## src/rtl/goldschmidt_seq.sv

```systemverilog
// Valid/ready sequencer for the Goldschmidt divide datapath: holds operands,
// steps the mode/stage/rem controls through scaling, refinement and remainder.
module goldschmidt_seq #(
  parameter int WIDTH = 30,
  parameter int ITER  = 4
) (
  input  logic             clk,
  input  logic             reset,
  input  logic             flush,
  input  logic             in_valid,
  output logic             in_ready,
  input  logic [WIDTH-1:0] numerator,
  input  logic [WIDTH-1:0] denominator,
  output logic [WIDTH-1:0] dp_numerator,
  output logic [WIDTH-1:0] dp_denominator,
  output logic             dp_mode,
  output logic             dp_stage,
  output logic             dp_rem,
  input  logic [WIDTH-1:0] dp_quotient,
  input  logic [WIDTH-1:0] dp_remainder,
  output logic             out_valid,
  input  logic             out_ready,
  output logic [WIDTH-1:0] quotient,
  output logic [WIDTH-1:0] remainder,
  output logic             div_by_zero,
  output logic             busy
);

  localparam int IT_W = $clog2(ITER + 1);
  localparam logic [IT_W-1:0] IT_LAST = IT_W'(ITER);
  localparam logic [IT_W-1:0] IT_ONE  = IT_W'(1);

  typedef enum logic [2:0] {
    S_IDLE  = 3'd0,
    S_INIT0 = 3'd1,
    S_INIT1 = 3'd2,
    S_ITER  = 3'd3,
    S_REM   = 3'd4,
    S_CAPT  = 3'd5,
    S_DONE  = 3'd6
  } state_t;

  state_t           state_reg, state_next;
  logic [IT_W-1:0]  it_reg, it_next;
  logic [IT_W-1:0]  it_inc;
  logic             phase_reg, phase_next;
  logic [WIDTH-1:0] num_reg, num_next;
  logic [WIDTH-1:0] den_reg, den_next;
  logic [WIDTH-1:0] quo_reg, quo_next;
  logic [WIDTH-1:0] rem_reg, rem_next;
  logic             dbz_reg, dbz_next;
  logic             den_zero;

  assign den_zero = (denominator == '0);
  assign it_inc   = it_reg + IT_ONE;

  always_ff @(posedge clk) begin
    if (reset) begin
      state_reg <= S_IDLE;
      it_reg    <= '0;
      phase_reg <= 1'b0;
      num_reg   <= '0;
      den_reg   <= '0;
      quo_reg   <= '0;
      rem_reg   <= '0;
      dbz_reg   <= 1'b0;
    end else begin
      state_reg <= state_next;
      it_reg    <= it_next;
      phase_reg <= phase_next;
      num_reg   <= num_next;
      den_reg   <= den_next;
      quo_reg   <= quo_next;
      rem_reg   <= rem_next;
      dbz_reg   <= dbz_next;
    end
  end

  // Flush overrides every transition, including an acceptance in IDLE.
  always_comb begin
    state_next = state_reg;
    it_next    = it_reg;
    phase_next = phase_reg;
    num_next   = num_reg;
    den_next   = den_reg;
    quo_next   = quo_reg;
    rem_next   = rem_reg;
    dbz_next   = dbz_reg;
    if (flush) begin
      state_next = S_IDLE;
    end else begin
      case (state_reg)
        S_IDLE: begin
          if (in_valid) begin
            num_next = numerator;
            den_next = denominator;
            if (den_zero) begin
              quo_next   = '1;
              rem_next   = numerator;
              dbz_next   = 1'b1;
              state_next = S_DONE;
            end else begin
              state_next = S_INIT0;
            end
          end
        end
        S_INIT0: state_next = S_INIT1;
        S_INIT1: begin
          it_next    = '0;
          phase_next = 1'b0;
          state_next = S_ITER;
        end
        S_ITER: begin
          phase_next = ~phase_reg;
          if (phase_reg) begin
            it_next = it_inc;
            if (it_inc == IT_LAST) begin
              state_next = S_REM;
            end
          end
        end
        S_REM:  state_next = S_CAPT;
        S_CAPT: begin
          quo_next   = dp_quotient;
          rem_next   = dp_remainder;
          dbz_next   = 1'b0;
          state_next = S_DONE;
        end
        S_DONE: begin
          if (out_ready) begin
            state_next = S_IDLE;
          end
        end
        default: state_next = S_IDLE;
      endcase
    end
  end

  // Datapath controls are pure decodes of the state and stage phase.
  always_comb begin
    dp_mode  = 1'b0;
    dp_stage = 1'b0;
    dp_rem   = 1'b0;
    case (state_reg)
      S_INIT1: dp_stage = 1'b1;
      S_ITER: begin
        dp_mode  = 1'b1;
        dp_stage = phase_reg;
      end
      S_REM: begin
        dp_stage = 1'b1;
        dp_rem   = 1'b1;
      end
      default: ;
    endcase
  end

  assign in_ready       = (state_reg == S_IDLE);
  assign busy           = (state_reg != S_IDLE);
  assign out_valid      = (state_reg == S_DONE);
  assign dp_numerator   = num_reg;
  assign dp_denominator = den_reg;
  assign quotient       = quo_reg;
  assign remainder      = rem_reg;
  assign div_by_zero    = dbz_reg;

endmodule

```

## config.mk

```make
export PLATFORM = sky130hd
export DESIGN_NAME = goldschmidt_seq
export DESIGN_NICKNAME = d
export VERILOG_FILES = /design/src/rtl/goldschmidt_seq.sv
export SDC_FILE = /design/constraint.sdc
export NUM_CORES = 1
export LEC_CHECK = 0
export CAP_MARGIN = 30
export CORE_UTILIZATION = 46
export CTS_CLUSTER_SIZE = 10
export DETAILED_ROUTE_END_ITERATION = 7
export PLACE_DENSITY_LB_ADDON = 0.1
export SETUP_SLACK_MARGIN = 0.02
export SLEW_MARGIN = 10
export SYNTH_ARGS = -nofsm -noshare
export SYNTH_HDL_FRONTEND = slang
export SYNTH_SLANG_ARGS = --single-unit
export TNS_END_PERCENT = 10
```

## constraint.sdc

```tcl
create_clock -name clk -period 3 [get_ports clk]
set_input_delay 0.6 -clock clk [delete_from_list [all_inputs] [get_ports clk]]
set_output_delay 0.6 -clock clk [all_outputs]
set_load 0.02 [all_outputs]
```

==> impl_metrics.tcl <==
set metrics [dict create \
    status "completed" \
    overflow 0 \
    yosysSeqAreaShare 0.4419 \
    syn-cell-area_mm2 0.005799 \
    drtAntennaViolNets 0 \
    ys_ff_latch 128 \
    wirelength_um 18600 \
    fin_ws_ps 212.7 \
    synth_flop_cell "dfxtp_1" \
    nFillCells 922 \
    tns_ps 0 \
    stdcell_area_mm2 0.008964 \
    critical_path.slowest_cell "clkdlybuf4s50_1" \
    grt.busiest_layer "met2" \
    worstMarginPinSlew_ps 788.4 \
    period_share 0.9291 \
    layout.nets 1061 \
    synth-edff-count 0 \
    cts_tree "done" \
    cts_max_level 4 \
    ys_types 44 \
    clock_latency_ps 410 \
    place_area_mm2 0.008402 \
    cap_violations 0 \
    total_power_uw 4213 \
    grt_use_met1 0.3290 \
    track_usage 0.2806 \
    drv_slew 0 \
    grt_pass1_wl_um 28900 \
    cts_made_buffers 17 \
    cts-root-buf "clkbuf_16" \
    start_util 0.4769 \
    synth_compound_area_frac 0.2298 \
    cp_max_fo 14 \
    relSlewSlack 0.4744 \
    fin_skew_ps 9.326 \
    gp_congestion 0.8264 \
    final_cell_mix "clkdlybuf4s50_1, nand2_1, dfxtp_1" \
    gr-usage-met2 0.4885 \
    dr.pass1.iters 5 \
    synthDominantCellAreaShare 0.4419 \
    slowest_delay_ps 620 \
    hold_viol_final 0 \
    synth-simple-area-share 0.2145 \
    synth_mux_area_frac 0.05825 \
    coreArea_mm2 0.01216 \
    synthXorXnorAreaFrac 0.001510 \
    power.leakage_uw 0.003132 \
    pre_cts_slack_ps 276.4 \
    drt_iter0_drc 438 \
    synth_top_family_by_area "compound AO/OA/AOI/OAI gates" \
    netlist_instances 716 \
    yosys_warnings 0 \
    drive_above_1_share 0.08985 \
    grt_max_degree 75 \
    cts.sinks 128 \
    io_buffers 251 \
    rsz0062_at_grt "no" \
    antenna_found_initial 0 \
    synth_fa_ha_area_frac 0.004315 \
    synth_nets 843 \
    post_cts.repair.setup_buffers 0 \
    synthTopCellsByArea "dfxtp_1, nand2_1, mux2_2" \
    grt_pass1_vias 5910 \
    via_per_inst 5.510 \
    setup_viol 0 \
    diodes 0 \
    drc 0 \
    die_y_um 114.3 \
    power_density_mw_per_mm2 470.0 \
    rows 40 \
    irDropWorstVdd_mv 0.3325 \
    vias 6138 \
    final_util 0.7370 \
    dieArea_mm2 0.01306 \
    max_freq_mhz 358.8 \
    synthArstFlopShare 0 \
    cts_resized 0 \
    grtUsageMet3 0.08629 \
    layout_commonest_cell "clkdlybuf4s50_1" \
    min-delay-path-class "reg -> reg" \
    clock_path_buffers 2 \
    crit_path_end_kind "primary output" \
    yosys.area.top_type "dfxtp_1" \
    required_ps 2400 \
    worstSetupPathType "reg -> out" \
    syn2layout_area_growth_pct 54.56 \
    syn_avg_cell_area_um2 8.100 \
    io_pins 252 \
    crit_path_start_kind "flop" \
    arrival_ps 2190 \
    fin_crit_ps 2787 \
    crit_chain "inv_1 -> nor3_1 -> a31o_2 -> clkdlybuf4s50_1" \
    wl_per_cell_um 16.69 \
    clk_pin_slew_ps 50 \
    die_w_um 114.3 \
    hold_buffers 0 \
    hpwl_um 12670 \
]
==> area by class of cell <==
class	instances	area [um^2]	share of cell area
clock buffer	26	509.2	0.05681
clock inverter	5	52.55	0.005863
inverter	6	22.52	0.002513
multi-input combinational	514	2957	0.3298
sequential	128	2562	0.2859
tap	168	210.2	0.02345
timing repair buffer	267	2650	0.2956
==> synthesized netlist by cell type, types with 4 or more instances <==
cell and n:
a211oi_1 30, a21oi_1 64, a31oi_1 30, and2_1 30, buf_1 6, buf_2 9
clkbuf_1 53, dfxtp_1 128, inv_1 6, mux2_2 30, nand2_1 155, nor2_1 63
nor3_1 4, nor4_1 8, o211ai_1 30, o21ai_0 4, o221ai_1 30
==> routing by layer <==
metal	vias up	wire [um]
li1	2980	-
met2	265	9231
met3	25	1476
met5	-	0
met1	2868	7569
met4	0	321
==> cells by family after synthesis <==
kind of cell    Yosys count
buf+inv                  74
fa+ha+maj                 2
xor+xnor                  1
flops                   128
simple gates            282
compound gates          199
mux                      30
==> per-stage QoR <==
step	hold slack, ps	cells
global route	464.5	1114
global placement	441.9	1082
detailed placement	445.7	1083
finish	452.1	1114
floorplan	457.3	716
CTS	452.9	1114
==> worst max-delay path, delay by kind of cell (launching register included) <==
| family | cells | cell delay (ps) |
|---|---|---|
| buffers and inverters | 2 | 770 |
| DFF | 1 | 570 |
| and+or+nand+nor | 1 | 290 |
| AOI/OAI and AO/OA | 1 | 150 |
==> report_power, final <==
part           leakage [uW]  internal, uW  switching [uW]
clock              0.000276          1240             705
sequential          0.00104          1740            23.7
combinational       0.00182           268             234
total               0.00313          3250             963
==> path summary, 6_finish.rpt <==
path,cells past startpoint,slack [ps],startpoint,to
max,4,210,state_reg[2]$_SDFFE_PP0P_,dp_stage
min,2,450,dp_denominator[11]$_SDFFE_PP0P_,dp_denominator[11]$_SDFFE_PP0P_
max reg2reg,5,730,state_reg[1]$_SDFFE_PP0P_,remainder[19]$_SDFFE_PP0P_
min reg2reg,2,450,dp_denominator[11]$_SDFFE_PP0P_,dp_denominator[11]$_SDFFE_PP0P_
Power figures use the tool's default switching activity.
==> RTL change, RTL diff (same settings) <==
Set the parameter `WIDTH` to 38 (it was 30).
--- a/src/rtl/goldschmidt_seq.sv
+++ b/src/rtl/goldschmidt_seq.sv
@@ -1,7 +1,7 @@
 // Valid/ready sequencer for the Goldschmidt divide datapath: holds operands,
 // steps the mode/stage/rem controls through scaling, refinement and remainder.
 module goldschmidt_seq #(
-  parameter int WIDTH = 30,
+  parameter int WIDTH = 38,
   parameter int ITER  = 4
 ) (
   input  logic             clk,
Interface: changed (8 resized); port bits go from 252 to 316. The function was not compared with the original's and may differ.
==> RTL change against the unedited design <==
Register-to-register slack improved by 20 ps. Synthesized cell count rose by 16%. Cell area rose by 18%. Largest cell class is now buffers. Routed wire length rose by 12%. First-iteration DRC count fell by 32%. Via count rose by 9.4%. Area after synthesis rose by 16%. Global-route usage fell by 1.1 points. Worst setup slack got worse by 1.6 ps. Critical path type unchanged. Total power rose by 16%. Sequential cell count rose by 32.
==> RTL change: results (changes against the unedited design) <==
RESULT_OF_THE_RUN='finished, final reports clean'  # unchanged
POSTSYNTHNETCOUNT=990  # was 843
SYNTH-SEQ-AREA-SHARE_PCT=47.42  # was 44.19%
WORST_CLOCK_SKEW_PS=6.585  # was 9.326 ps
YOSYS-TOP-CELLS-COUNT='235 x nand2_1, 160 x dfxtp_1, 117 x a21oi_1, 83 x nor2_1, 52 x clkbuf_1'  # was 155 x nand2_1, 128 x dfxtp_1, 64 x a21oi_1, 63 x nor2_1, 53 x clkbuf_1
NMULTIINPUTCOMBCELLS=600  # was 514
R2R.WORST_PATH.CELLS=6  # was 5
FIN_TOTAL_PWR_mW=4.883  # was 4.213 mW
SYNTH_FA_HA_AREA_SHARE_PCT=0.3704  # was 0.4315%
N_FILL_CELL=1101  # was 922
DRT-WIRELENGTH-PER-CELL_UM=15.87  # was 16.69 um
GROUTE.LAYER.MET3.USAGE_PCT=8.349  # was 8.629%
MULTI_INPUT_GATE_SHARE_OF_TOTAL_CELL_AREA_PCT=30.75  # was 32.98%
SYNTHESIS.INSTANCES=831  # was 716
LAYOUT.NON_CLOCK_BUFFERS=332  # was 267
LEAKAGEPOWER_nW=4.031  # was 3.132 nW
GP_CONGESTION=0.7838  # was 0.8264
SYNTHTOPCELLSBYAREA='dfxtp_1 47%, nand2_1 13%, a21oi_1 8.7%, nor2_1 4.6%, mux2_4 4.4%'  # was dfxtp_1 44%, nand2_1 10%, mux2_2 5.8%, a21oi_1 5.5%, o221ai_1 4.5%
FINAL-NONCLK-BUF-SHARE_PCT=31.41  # was 29.56%
CRITICAL_PATH.STARTPOINT='state_reg[0]$_SDFFE_PP0P_'  # was state_reg[2]$_SDFFE_PP0P_
MAX-VDD-IR-DROP_mV=0.3802  # was 0.3325 mV
FINISH.CELL_COUNT_WITHOUT_FILLERS=1308  # was 1,114
GRT_UTIL_ALL_LAYERS_PCT=26.92  # was 28.06%
GRT_START_MAX_NET_PINS=81  # was 75
MET2_USAGE_PCT=45.57  # was 48.85%
RR_ENDPOINT='remainder[35]$_SDFFE_PP0P_'  # was remainder[19]$_SDFFE_PP0P_
FINALCRITICALPERIOD_PS=2789  # was 2787 ps
POST-DP-HPWL_UM=14180  # was 12,670 um
SEQ_POWER_SHARE_PCT=45.1  # was 41.9%
AREA_SHARE_CLOCK_BUF_INV_PCT=5.307  # was 6.267%
TIMING.REG2REG.SETUP_SLACK_PS=750  # was 730 ps
SYNTH_COMPOUND_AREA_SHARE_PCT=15.41  # was 22.98%
WL_MET2_UM=10080  # was 9231 um
P_SW_SHARE_PCT=22.77  # was 22.85%
DRT_ITER0_MARKERS=298  # was 438
HOLD-PATH-ENDPOINT='dp_numerator[19]$_SDFFE_PP0P_'  # was dp_denominator[11]$_SDFFE_PP0P_
PORT_BUFFER_COUNT=315  # was 251
MET1_USAGE_PCT=30.88  # was 32.90%
DETAILROUTE.VIA_COUNT=6715  # was 6,138
DRT-MET1-WL_UM=8308  # was 7569 um
CP_MAX_FO=13  # was 14
-- RTL change: changes by cell type in the layout (fill, tap and decap cells not counted), moves of 29 or more --
| cell | unedited run | this run |
|---|---|---|
| clkdlybuf4s50_1 | 250 | 314 |
| a21oi_1 | 64 | 117 |
| nand2_1 | 155 | 235 |
| o221ai_1 | 30 | 0 |
| dfxtp_1 | 128 | 159 |
| a31oi_1 | 30 | 1 |
| nor2b_1 | 1 | 39 |
| and2_1 | 30 | 0 |
| o211ai_1 | 30 | 0 |
-- RTL change: cells by family (layout without fill, tap and decap cells) --
group | after synthesis | after routing
xor gates and xnor gates | 1 | 1
muxes | 39 | 39
buffers and inverters | 71 | 368
and+or+nand+nor | 388 | 388
adders and majority gates | 2 | 2
AOI/OAI and AO/OA | 170 | 170
DFF | 160 | 160
-- RTL change: worst min-delay path, cell delays in order, from the launching register on --
cell	delay (ps)
dfxtp_1	310
nand2_1	50
a21oi_1	50
